[src/rtl/pipelined_adder.sv]
// Pipelined ripple-carry adder/subtractor: one CHUNK-bit slice per stage, carry registered between stages.
// Optional status flags (overflow, zero, negative) are built when ADDER_FLAGS_EN is defined.
module pipelined_adder #(
    parameter int WIDTH  = 32,
    parameter int STAGES = 4
) (
    input  logic             clk,
    input  logic             rst,
    input  logic             in_valid,
    output logic             in_ready,
    input  logic [WIDTH-1:0] a,
    input  logic [WIDTH-1:0] b,
    input  logic             carry_in,
    input  logic             op_sub,
    output logic             out_valid,
    input  logic             out_ready,
    output logic [WIDTH-1:0] sum,
    output logic             carry_out
`ifdef ADDER_FLAGS_EN
    ,
    output logic             overflow,
    output logic             zero,
    output logic             negative
`endif
);

    localparam int CHUNK = WIDTH / STAGES;
    localparam int LAST  = STAGES - 1;

    logic             advance;
    logic [WIDTH-1:0] b_eff;
    logic             cin_eff;

    logic [WIDTH-1:0] a_q [STAGES];
    logic [WIDTH-1:0] a_d [STAGES];
    logic [WIDTH-1:0] b_q [STAGES];
    logic [WIDTH-1:0] b_d [STAGES];
    logic [WIDTH-1:0] s_q [STAGES];
    logic [WIDTH-1:0] s_d [STAGES];
    logic             c_q [STAGES];
    logic             c_d [STAGES];
    logic             v_q [STAGES];
    logic             v_d [STAGES];

    // Adds slice k of x and y plus cin, writes it into s; returns {carry, updated s}.
    function automatic logic [WIDTH:0] add_chunk(
        input logic [WIDTH-1:0] x,
        input logic [WIDTH-1:0] y,
        input logic [WIDTH-1:0] s,
        input logic             cin,
        input int               k
    );
        logic [CHUNK:0]   part;
        logic [WIDTH-1:0] r;
        part = {1'b0, x[k*CHUNK +: CHUNK]} + {1'b0, y[k*CHUNK +: CHUNK]}
             + {{CHUNK{1'b0}}, cin};
        r = s;
        r[k*CHUNK +: CHUNK] = part[CHUNK-1:0];
        return {part[CHUNK], r};
    endfunction

    assign advance   = !v_q[LAST] || out_ready;
    assign in_ready  = advance;
    assign out_valid = v_q[LAST];
    assign sum       = s_q[LAST];
    assign carry_out = c_q[LAST];

    assign b_eff   = op_sub ? ~b : b;
    assign cin_eff = op_sub ? 1'b1 : carry_in;

    always_comb begin
        for (int k = 0; k < STAGES; k++) begin
            a_d[k] = a_q[k];
            b_d[k] = b_q[k];
            s_d[k] = s_q[k];
            c_d[k] = c_q[k];
            v_d[k] = v_q[k];
        end
        if (advance) begin
            a_d[0] = a;
            b_d[0] = b_eff;
            {c_d[0], s_d[0]} = add_chunk(a, b_eff, '0, cin_eff, 0);
            v_d[0] = in_valid;
            // Upper operand slices and finished low sum slices ride along so an op exits intact.
            for (int k = 1; k < STAGES; k++) begin
                a_d[k] = a_q[k-1];
                b_d[k] = b_q[k-1];
                {c_d[k], s_d[k]} = add_chunk(a_q[k-1], b_q[k-1], s_q[k-1], c_q[k-1], k);
                v_d[k] = v_q[k-1];
            end
        end
    end

    always_ff @(posedge clk or posedge rst) begin
        if (rst) begin
            for (int k = 0; k < STAGES; k++) begin
                v_q[k] <= 1'b0;
                c_q[k] <= 1'b0;
                s_q[k] <= '0;
            end
        end else begin
            for (int k = 0; k < STAGES; k++) begin
                v_q[k] <= v_d[k];
                c_q[k] <= c_d[k];
                s_q[k] <= s_d[k];
            end
        end
    end

    always_ff @(posedge clk) begin
        for (int k = 0; k < STAGES; k++) begin
            a_q[k] <= a_d[k];
            b_q[k] <= b_d[k];
        end
    end

`ifdef ADDER_FLAGS_EN
    logic overflow_d, zero_d, negative_d;
    logic overflow_q, zero_q, negative_q;

    // Carry into the MSB is recovered from the MSB operand bits and the MSB sum bit.
    always_comb begin
        overflow_d = a_d[LAST][WIDTH-1] ^ b_d[LAST][WIDTH-1] ^ s_d[LAST][WIDTH-1] ^ c_d[LAST];
        zero_d     = (s_d[LAST] == '0);
        negative_d = s_d[LAST][WIDTH-1];
    end

    always_ff @(posedge clk or posedge rst) begin
        if (rst) begin
            overflow_q <= 1'b0;
            zero_q     <= 1'b0;
            negative_q <= 1'b0;
        end else begin
            overflow_q <= overflow_d;
            zero_q     <= zero_d;
            negative_q <= negative_d;
        end
    end

    assign overflow = overflow_q;
    assign zero     = zero_q;
    assign negative = negative_q;
`endif

endmodule

[config.mk]
export PLATFORM = sky130hd
export DESIGN_NAME = pipelined_adder
export DESIGN_NICKNAME = d
export VERILOG_FILES = /design/src/rtl/pipelined_adder.sv
export SDC_FILE = /design/constraint.sdc
export NUM_CORES = 1
export LEC_CHECK = 0
export ABC_CLOCK_PERIOD_IN_PS = 6000
export BUFFER_PORTS_ARGS = -buffer_cell sky130_fd_sc_hd__clkbuf_2
export CORE_MARGIN = 2
export CORE_UTILIZATION = 57
export CTS_CLUSTER_DIAMETER = 100
export CTS_CLUSTER_SIZE = 14
export DETAILED_ROUTE_END_ITERATION = 10
export GPL_TIMING_DRIVEN = 0
export PLACE_DENSITY = 0.79
export SETUP_SLACK_MARGIN = 0.5
export SKIP_CTS_REPAIR_TIMING = 1
export SKIP_LAST_GASP = 1
export SLEW_MARGIN = 20
export SYNTH_ARGS = -nofsm -noshare
export SYNTH_HDL_FRONTEND = slang
export SYNTH_SLANG_ARGS = --single-unit
[constraint.sdc]
create_clock -name clk -period 6 [get_ports clk]
set_input_delay 1.2 -clock clk [delete_from_list [all_inputs] [get_ports clk]]
set_output_delay 1.2 -clock clk [all_outputs]
set_load 0.05 [all_outputs]
==> out/summary.txt <==
Status = finished clean
CTS buffer count = 17
Final setup vio count = 0
Min Tclk post-route = 3842 ps
Pwr Total = 5.039 mW
Worst Tran Pin Value = 637.7 ps
Largest net degree at the start of global routing = 62
Worst-Skew Late Latency = 430 ps
Max-Cap Viols = 0
First DRT Iteration DRCs = 302
Fin crit share = 64.03%
Crit path capture type = primary output
Initial antenna violation count = 0
Switching power = 1.913 mW
Share of layout cells above drive strength 1 = 22.99%
Post-synth EDFFs = 96
ANT nets after route = 0
Die W = 121.5 um
Worst path cell trace = clkbuf_2 > nor2b_1 > clkbuf_1 > inv_2 > clkbuf_8 > clkbuf_2
Max FO, Critical Path = 47
Reg clk slew, reported paths = 70 ps
Vias = 4964
Synth Register Bits = 184
Net Sw Frac = 37.96%
Vias per cell = 5.107
Syn Std Cell Area = 7875 um^2
Synth area leaders = edfxtp_1, dfrtp_1, nand2_1, xor2_1, ha_1
Grt ovf = 0
Total Wirelength = 14190 um
Leak = 4.283 nW
Power Density = 544.8 nW/um^2
Final HPWL DP = 10050 um
Vias in the first global route = 4821
PortBufs = 103
WP data arrival = 2640 ps
Final Hold Viols = 0
Die height = 121.5 um
Post-Synthesis Cells = 659
First-pass GRT wire length = 23180 um
Die area = 14770 um^2
Met2 Wirelength = 6634 um
Area growth syn-to-layout = 17.45%
RSZ-0062 raised after global routing = false
GPL Wtd Cong = 0.8726
Number of diodes = 0
Core outline area = 13350 um^2
Yosys cell types = 30
Critical path's largest stage delay = 410 ps
Top cell by count, worst path = clkbuf_2
Post-Syn Nets = 765
Clk pwr share = 21.1%
Area leader, netlist = edfxtp_1
Most frequent cells in the layout = nand2_1, clkbuf_2, edfxtp_1, dfrtp_1, xor2_1
Mapped Avg Cell Area = 11.95 um^2
Highest routed layer = met4
TritonCTS clock tree = yes
Int Power = 3.126 mW
GRT Total Usage = 20.54%
Fillers = 956
WL per Instance = 14.60 um
FMAX = 0.2603 GHz
Worst Hold Class = flop to flop
I/O pin count = 105
Worst Setup Path Type = primary input to primary output
Top_reg_cell synth = edfxtp_1
Num rows = 42
Seq pwr share = 41.7%
Met3 wire length = 690 um
Startpoint Class = primary input
Worst slew margin = 57.48%
CTS HTree Levels = 4
Critical Path RT = 4800 ps
1st-pass router iterations = 5
CP max-delay cell = clkbuf_1
Fin. max-slew vios = 0
Ys Warns = 0
Seq/Total Area, Yosys = 64.57%
Yosys top cell area share = 36.61%
Root buf cell = clkbuf_16
Ys async rst share = 47.83%
Starting Density = 59.00%
Met1 WL = 6475 um
Clock tree sinks = 184
Commonest non-fill, non-tap cell in the layout = nand2_1
Nets = 889
Peak supply drop = 0.2471 mV
Final Skew = 9.655 ps
Setup TNS = 0 ps
Drt drc = 0
Clk buf depth = 2
Combinational power share = 37.1%
-- kinds of logic after synthesis --
group,count (synthesis),synth area share [%]
AO/OA/AOI/OAI,92,7.070
XOR/XNOR,48,5.339
buffers and inverters,69,4.957
adder cells (fa/ha/maj),36,6.482
flip-flops,184,64.57
AND/OR/NAND/NOR,230,11.58
-- power by group through the flow --
| stage | Clock [mW] | Combinational, mW | Sequential (mW) |
|---|---|---|---|
| final | 1.06 | 1.87 | 2.10 |
| after global placement | 0 | 1.79 | 2.12 |
| after detailed placement | 0 | 1.86 | 2.12 |
| after floorplan | 0 | 1.45 | 2.08 |
| after CTS | 1.08 | 1.88 | 2.10 |
| after global routing | 1.13 | 2.06 | 2.16 |
-- metal layers --
metal  GRT usage (%)  vias up
met4           9.267        0
met5               0        -
met3           4.073       28
met2           31.95      154
met1           28.43     2326
li1                -     2456
-- state kept, by name, indices dropped and copies added (netlist names) --
| signal | count |
|---|---|
| b_q | 48 |
| c_q | 3 |
| carry_out | 1 |
| a_q | 48 |
| sum | 32 |
| v_q | 3 |
| out_valid | 1 |
| s_q | 48 |
-- critical path: cells and delay by family --
family | cells | cell delay, ps
and+or+nand+nor | 1 | 100
buffers and inverters | 5 | 1300
-- cells in the mapped netlist (3+ instances only) --
cell type and number:
nand2_1 191, edfxtp_1 96, dfrtp_1 88, xor2_1 46, o21ai_0 36, buf_4 32
ha_1 28, a21oi_1 18, nor2_1 18, clkbuf_1 14, inv_1 13, a211oi_1 12
buf_2 9, nor3_1 9, a21o_1 8, fa_1 8, a31oi_1 5, o21bai_1 4
nand2b_1 3, nor2b_1 3, o31a_1 3, or3_1 3
-- metrics by stage --
stage | worst slack (ps) | area (um^2) | hold WS, ps | cells | utilization [%]
4_1_cts | 2165 | 9249 | 420.0 | 972 | 69.29
3_3_place_gp | 635.0 | 8612 | 401.4 | 938 | 64.52
5_1_grt | 2036 | 9249 | 425.0 | 972 | 69.29
6_report | 2158 | 9249 | 416.8 | 972 | 69.29
2_1_floorplan | 1766 | 7876 | 400.3 | 659 | -
3_5_place_dp | 2054 | 8678 | 404.5 | 940 | 65.02
-- final timing paths --
check / end / start / slack [ps] / cells past startpoint
max in group asynchronous: sum[1] / rst / 4620 / 3
max: in_ready / out_ready / 2160 / 6
min reg2reg: a_q[2][28] / a_q[1][28] / 420 / 0
min: a_q[2][28] / a_q[1][28] / 420 / 0
max reg2reg: carry_out / c_q[1] / 3670 / 8
min in group asynchronous: sum[29] / rst / 750 / 2
-- area by class of cell --
type / count / area, um^2 / area share, %
clock inverters: 14 / 141.4 / 1.529
flip-flops and latches: 184 / 5085 / 54.98
inverters: 14 / 55.05 / 0.5952
plain buffers: 55 / 347.8 / 3.761
clock buffers: 18 / 429.2 / 4.640
repair buffers: 105 / 570.5 / 6.169
well taps: 176 / 220.2 / 2.381
multi-input cells: 406 / 2400 / 25.95
No activity file was read; power rests on OpenSTA's default activity.
